<file path="config.mk">
export PLATFORM = sky130hd
export DESIGN_NAME = frame_descrambler32
export DESIGN_NICKNAME = d
export VERILOG_FILES = /design/src/rtl/frame_descrambler32_pkg.sv /design/src/rtl/frame_descrambler32_xor32.sv /design/src/rtl/frame_descrambler32.sv
export SDC_FILE = /design/constraint.sdc
export NUM_CORES = 1
export LEC_CHECK = 0
export ABC_CLOCK_PERIOD_IN_PS = 4500
export BUFFER_PORTS_ARGS = -buffer_cell sky130_fd_sc_hd__buf_2
export CAP_MARGIN = 30
export CORE_MARGIN = 5
export CORE_UTILIZATION = 59
export DETAILED_ROUTE_END_ITERATION = 10
export PLACE_DENSITY = 0.95
export SLEW_MARGIN = 5
export SYNTH_ARGS = -nofsm -noshare
export SYNTH_HDL_FRONTEND = slang
export SYNTH_SLANG_ARGS = --single-unit
export TNS_END_PERCENT = 100
</file>
<file path="constraint.sdc">
create_clock -name clk -period 4.5 [get_ports clk]
set_input_delay 0.9 -clock clk [delete_from_list [all_inputs] [get_ports clk]]
set_output_delay 0.9 -clock clk [all_outputs]
set_load 0.01 [all_outputs]
</file>
<file path="src/rtl/frame_descrambler32_pkg.sv">
// Shared types and defaults for the 32-bit frame descrambler.
// Holds the hunt/run state type, the default link constants and the
// Galois LFSR step used to generate the keystream.
package descr_pkg;

    typedef enum logic {
        SYNC = 1'b0,
        RUN  = 1'b1
    } state_t;

    localparam logic [31:0] DEF_SEED      = 32'hFFFF_FFFF;
    localparam logic [31:0] DEF_POLY      = 32'h04C1_1DB7;
    localparam logic [31:0] DEF_SYNC_WORD = 32'hA5A5_5A5A;
    localparam logic [15:0] DEF_FRAME_LEN = 16'd256;

    // One Galois step: shift left, fold the taps in when the MSB falls out.
    function automatic logic [31:0] lfsr_next(input logic [31:0] state,
                                              input logic [31:0] poly);
        return {state[30:0], 1'b0} ^ (state[31] ? poly : 32'h0000_0000);
    endfunction

endpackage

</file>
<file path="src/rtl/frame_descrambler32_xor32.sv">
// Plain 32-bit XOR gate, used to combine payload words with the keystream.
module xor32 (
    input  logic [31:0] a,
    input  logic [31:0] b,
    output logic [31:0] y
);

    // Bitwise combine; no state.
    assign y = a ^ b;

endmodule

</file>
<file path="src/rtl/frame_descrambler32.sv">
// Receive-side descrambler for the 32-bit word link.
// Hunts for an unscrambled sync marker, then XORs FRAME_LEN payload words
// with a Galois-LFSR keystream and re-hunts. Output is a one-entry register.
// Optional feature macro: DESCR_SYNC_ERRCNT_EN (saturating count of words
// dropped while hunting; when undefined sync_err_cnt is tied to zero).
//
// Handshake: a word moves on any cycle where valid and ready are both 1.
// Upstream may not rely on in_ready before presenting in_valid; downstream
// sees out_data/out_last held stable while out_valid=1 and out_ready=0.
module frame_descrambler32
    import descr_pkg::*;
#(
    parameter logic [31:0] SEED      = DEF_SEED,
    parameter logic [31:0] POLY      = DEF_POLY,
    parameter logic [31:0] SYNC_WORD = DEF_SYNC_WORD,
    parameter logic [15:0] FRAME_LEN = DEF_FRAME_LEN
) (
    input  logic        clk,
    input  logic        rst_n,
    input  logic        in_valid,
    output logic        in_ready,
    input  logic [31:0] in_data,
    output logic        out_valid,
    input  logic        out_ready,
    output logic [31:0] out_data,
    output logic        out_last,
    output logic        in_sync,
    output logic [7:0]  sync_err_cnt
);

    state_t      state;
    logic [31:0] lfsr;
    logic [15:0] word_cnt;
    logic [31:0] plain;
    logic        accept;
    logic        payload_accept;
    logic        sync_accept;
    logic        last_word;

    // Keystream combine for the word currently on the input.
    xor32 u_xor (
        .a (in_data),
        .b (lfsr),
        .y (plain)
    );

    // While hunting every word is taken; in RUN the output register gates input.
    assign in_ready       = (state == SYNC) ? 1'b1 : (!out_valid || out_ready);
    assign accept         = in_valid && in_ready;
    assign payload_accept = accept && (state == RUN);
    assign sync_accept    = accept && (state == SYNC);
    assign last_word      = (word_cnt == FRAME_LEN - 16'd1);
    assign in_sync        = (state == RUN);

    // FSM, keystream, word counter and output register in one place.
    always_ff @(posedge clk or negedge rst_n) begin
        if (!rst_n) begin
            state     <= SYNC;
            lfsr      <= SEED;
            word_cnt  <= 16'd0;
            out_valid <= 1'b0;
            out_data  <= 32'h0000_0000;
            out_last  <= 1'b0;
        end else begin
            // A drain with no replacement empties the register.
            if (out_valid && out_ready && !payload_accept) begin
                out_valid <= 1'b0;
            end
            if (sync_accept && (in_data == SYNC_WORD)) begin
                lfsr     <= SEED;
                word_cnt <= 16'd0;
                state    <= RUN;
            end
            if (payload_accept) begin
                out_data  <= plain;
                out_valid <= 1'b1;
                out_last  <= last_word;
                lfsr      <= lfsr_next(lfsr, POLY);
                if (last_word) begin
                    word_cnt <= 16'd0;
                    state    <= SYNC;
                end else begin
                    word_cnt <= word_cnt + 16'd1;
                end
            end
        end
    end

`ifdef DESCR_SYNC_ERRCNT_EN
    logic [7:0] err_cnt;

    // Count words thrown away while hunting, sticking at all-ones.
    always_ff @(posedge clk or negedge rst_n) begin
        if (!rst_n) begin
            err_cnt <= 8'h00;
        end else if (sync_accept && (in_data != SYNC_WORD) && (err_cnt != 8'hFF)) begin
            err_cnt <= err_cnt + 8'h01;
        end
    end

    assign sync_err_cnt = err_cnt;
`else
    assign sync_err_cnt = 8'h00;
`endif

endmodule

</file>
# Yosys cells after proc, flatten, opt, wreduce, memory -nomap -nowiden
# Cells that the tools add are included.
# totals
rom_bits	0
wordCells	35
mem_bits_rw	0
memories	0
output_inout_bits	44
latch_bits	0
ff_bits	83
# classes
order_cmp	0
n_shift	0
eq_ne	2
bitwise_logic	3
addsub	1
reduce_logical	11
mul	0
div_mod_pow	0
mux	12
# ops
op	count
32-bit two-way mux	2
16-bit two-way mux	3
32-bit equality test (second input constant)	1
32-bit by 27-bit bitwise XOR with 32-bit output	1
32-bit bitwise XOR	1
27-bit two-way mux	1
16-bit by 1-bit adder with 16-bit output (second input constant)	1
16-bit by 8-bit equality test with 1-bit output (second input constant)	1
1-bit logical AND	6
1-bit two-way mux	6
2-bit nonzero test	2
1-bit logical NOT	2
1-bit logical OR	1
1-bit NOT	1

# Logic depth before layout (Yosys ltp)
# logic_depth
depth_word	9
mapped_depth	6
mapped_depth_nobuf	6

# Hierarchy
# From an unflattened synthesis, not the netlist that was laid out.
# hier_totals
cells_unflattened	467
hier_area_um2	4292.9
# by_module_without_submodules
mod	cells_each	area_per_inst_um2	instances
frame_descrambler32	435	4012.6	1
xor32	32	280.3	1

# Least setup slack after synthesis
# OpenSTA, ideal clock, no wires.
# synth_timing
path_kind	input port to flip-flop
startpoint	in in_data[19]
endpoint	reg word_cnt[12]
arrival_ns	2.621
t_required_ns	4.376
path_slack_ns	1.756
cell_stages	6
cell_sequence	nand4b_1 or4_1 or4_4 and2_4 buf_6 a211o_1
# synth_via
elab_chain_len	3
# synth_lines
item	line	rtl
start, declared	frame_descrambler32.sv:22	input logic [31:0] in_data,
32-bit equality test	frame_descrambler32.sv:69	if (sync_accept && (in_data == SYNC_WORD)) begin
1-bit logical AND	frame_descrambler32.sv:69	
2-bit nonzero test (no line)	--	
end signal, assigned	frame_descrambler32.sv:83	word_cnt <= word_cnt + 16'd1;
end, declared	frame_descrambler32.sv:33	logic [15:0] word_cnt;
# Every way passes these cells.
# A chain may end at the register's enable or synchronous reset.

# Worst setup path in the final report
# layout_timing
startpoint	in in_data[22]
endpoint	reg word_cnt[15]
# Same word-level chain as after synthesis.

==> flow_summary.ini <==
[synth]
synth_cells = 410
yosys.area.top_type_share_pct = 31.78
yosys.cell_types.count = 43
synth-main-ff-cell = dfrtp_1
async_reset_ff_share_pct = 100.0
netlist_area_um2 = 4016
yosys-top-cells-area = dfrtp_1 32%, dfstp_2 21%, xnor2_1 9.8%
synth-seq-cells = 83
postSynthAreaPerCell_um2 = 9.796
synth_top_cell_by_area = dfrtp_1
synth_edf_count = 0
yosysSeqAreaShare_pct = 52.71
ys_warn_count = 0

[worst_setup_path]
reg2reg_to = word_cnt[15]
r2r_cells = 6
cp.required_ns = 4.74
crit_start = in_data[22]
cp-end-kind = register
worstPathArrival_ns = 2.91
crit_type = in -> reg
start_kind = primary input
r2r_start = word_cnt[0]
regToRegSetupSlack_ns = 2.09
crit_fanout = 12

[route]
drt_iter0_markers = 214
ant_nets = 0
avgViaCountPerCell = 5.832
wirelength_mm = 9.262
first_pass_iters = 4
detail_route.wl_per_cell_um = 16.57
vias = 3260
remaining_drc_errors = 0

[placed_design]
gp_congestion = 0.8192
postPlaceCellArea_um2 = 4413
portBuffers = 71
dp.cells = 543
dpl.hpwl_mm = 6.403

[grt]
grt.total_usage_pct = 22.24
overflow = 0
antenna_found_initial = 0
grt_max_degree = 73
grt_pass1_wl_mm = 15.18
grt_pass1_vias = 3169

[timing]
slew_headroom_pct = 46.90
finalHoldViolations = 0
rsz0062_at_grt = no
final.period_utilization_pct = 59.17
finalSetupViolCount = 0
fin_crit_ns = 2.663
worstMarginPinSlew_ns = 0.7904
fin_setup_tns_ns = 0
slew_violations = 0
fin_skew_ns = 0.01208
fmax_mhz = 375.5

[clocking]
clk_pin_slew_ns = 0.08
numCtsBuffers = 9
cts_setup_buffers = 0
postCtsHoldBufs = 0
post_cts_resized = 0
htree_levels = 3
cts.path.max_buffers = 2
cts_tree = yes
cts_root_buf = clkbuf_8
insertion_delay_ns = 0.36
clock_sinks = 83

[cells_and_area]
fillers = 481
postLayoutCoreUtil_pct = 69.07
antenna_cells = 0
final_cells = 559
nets = 511
layout-drive-gt1-share_pct = 27.56
synthToLayoutAreaGrowth_pct = 15.55
fin_area_um2 = 4641

[power_and_ir_drop]
peakVddDrop_mv = 0.2060
p_leak_nw = 2.138
p_total_mw = 2.577
power_density_nw_per_um2 = 555.4

[die]
coreArea_um2 = 6719
rows = 30
die_x_um = 92.51
dieArea_um2 = 8557
die-height_um = 92.51
initial_utilization_pct = 59.78
num_io_pins = 80

[run_status]
outcome = complete, no violations

[flow_run]
cap_viol_max_count = 0

[hold_path]
hold_class = in -> async
[placed cells by master (no fill, tap or decap), types with 2 or more instances in the layout]
cell type  instances
buf_2             70
nor2_1            56
dfrtp_1           51
xnor2_1           45
nand2_1           42
o21ai_0           34
dfstp_2           32
a21oi_1           21
a22oi_1           13
and3_1            11
nand3_1           11
nor3_1            10
clkbuf_8          10
conb_1             8
a211o_1            7
nand4b_1           5
buf_4              5
or4_1              4
inv_1              3
nand4_1            3
nor4b_1            3
nand4bb_1          3
clkinv_4           3
and4b_1            2
o211ai_1           2
o31ai_1            2
a211o_2            2
bufinv_16          2
[flip-flops by register name (all words and copies together) (netlist names)]
register	count
out_valid	1
out_data	32
in_sync	1
out_last	1
word_cnt	16
lfsr	32
[metal layers]
metal	global-route usage, %	up-vias	share of wire (%)
li1	-	1537	-
met3	3.981	16	6.4
met2	38.37	115	51
met1	27.43	1592	41
met4	9.282	0	1.9
met5	0	-	0
[worst max path at each step]
stage                              end  cells past startpoint
final                     word_cnt[15]                      6
after global routing           lfsr[7]                      6
after CTS                 word_cnt[15]                      6
after detailed placement  word_cnt[15]                      6
after global placement    word_cnt[15]                      6
after floorplan           word_cnt[12]                      6
[cell families (layout without fill, tap and decap cells)]
| group | Yosys count | after routing | share of synthesized area [%] |
|---|---|---|---|
| buffers and inverters | 33 | 95 | 4.019 |
| AOI/OAI and AO/OA | 88 | 88 | 13.58 |
| xor gates and xnor gates | 45 | 45 | 9.813 |
| adders and majority gates | 1 | 1 | 0.3115 |
| other | 1 | 8 | 0.09337 |
| and+or+nand+nor | 159 | 159 | 19.47 |
| DFF | 83 | 83 | 52.71 |
[cells in the mapped netlist, drive strengths merged (2+ instances only)]
| library cell | count |
|---|---|
| a21oi | 21 |
| nand4 | 3 |
| or4 | 5 |
| a22o | 2 |
| nor4b | 3 |
| dfstp | 32 |
| and4b | 2 |
| o211ai | 2 |
| a22oi | 13 |
| o21ai | 34 |
| nand4bb | 3 |
| nand2 | 42 |
| and3 | 11 |
| nor3 | 10 |
| nor2 | 56 |
| a211o | 9 |
| clkbuf | 18 |
| inv | 3 |
| buf | 12 |
| xnor2 | 45 |
| dfrtp | 51 |
| o31ai | 2 |
| nand4b | 5 |
| nand3 | 12 |
[final cells by class]
cell class	instances	area, µm²	area share [%]
Clock buffer	11	141.4	3.047
Tap cell	80	100.1	2.157
Timing Repair Buffer	76	415.4	8.951
Clock inverter	5	86.33	1.860
Inverter	3	11.26	0.2427
Multi-Input combinational cell	301	1769	38.12
Sequential cell	83	2117	45.62
[worst max-delay path, cell delays in order]
cell	delay, ns
buf_2	0.11
nand4bb_1	0.27
or4_1	0.54
or4_4	0.54
and2_4	0.21
a211o_2	0.34
[power breakdown]
group          total (mW)  switching, mW  leakage (nW)  internal (mW)
clock network       0.604          0.273         0.114          0.331
registers            1.29          0.220         0.982           1.07
logic               0.685          0.337          1.04          0.348
[per-stage QoR]
step / hold WS (ns) / setup WS (ns)
after floorplan: 0.4798 / 1.756
after global placement: 0.4432 / 1.550
after detailed placement: 0.4652 / 1.485
after CTS: 0.3753 / 1.854
after global routing: 0.3834 / 1.799
final: 0.3808 / 1.837
Note: power is estimated with default switching activity, not from simulation.
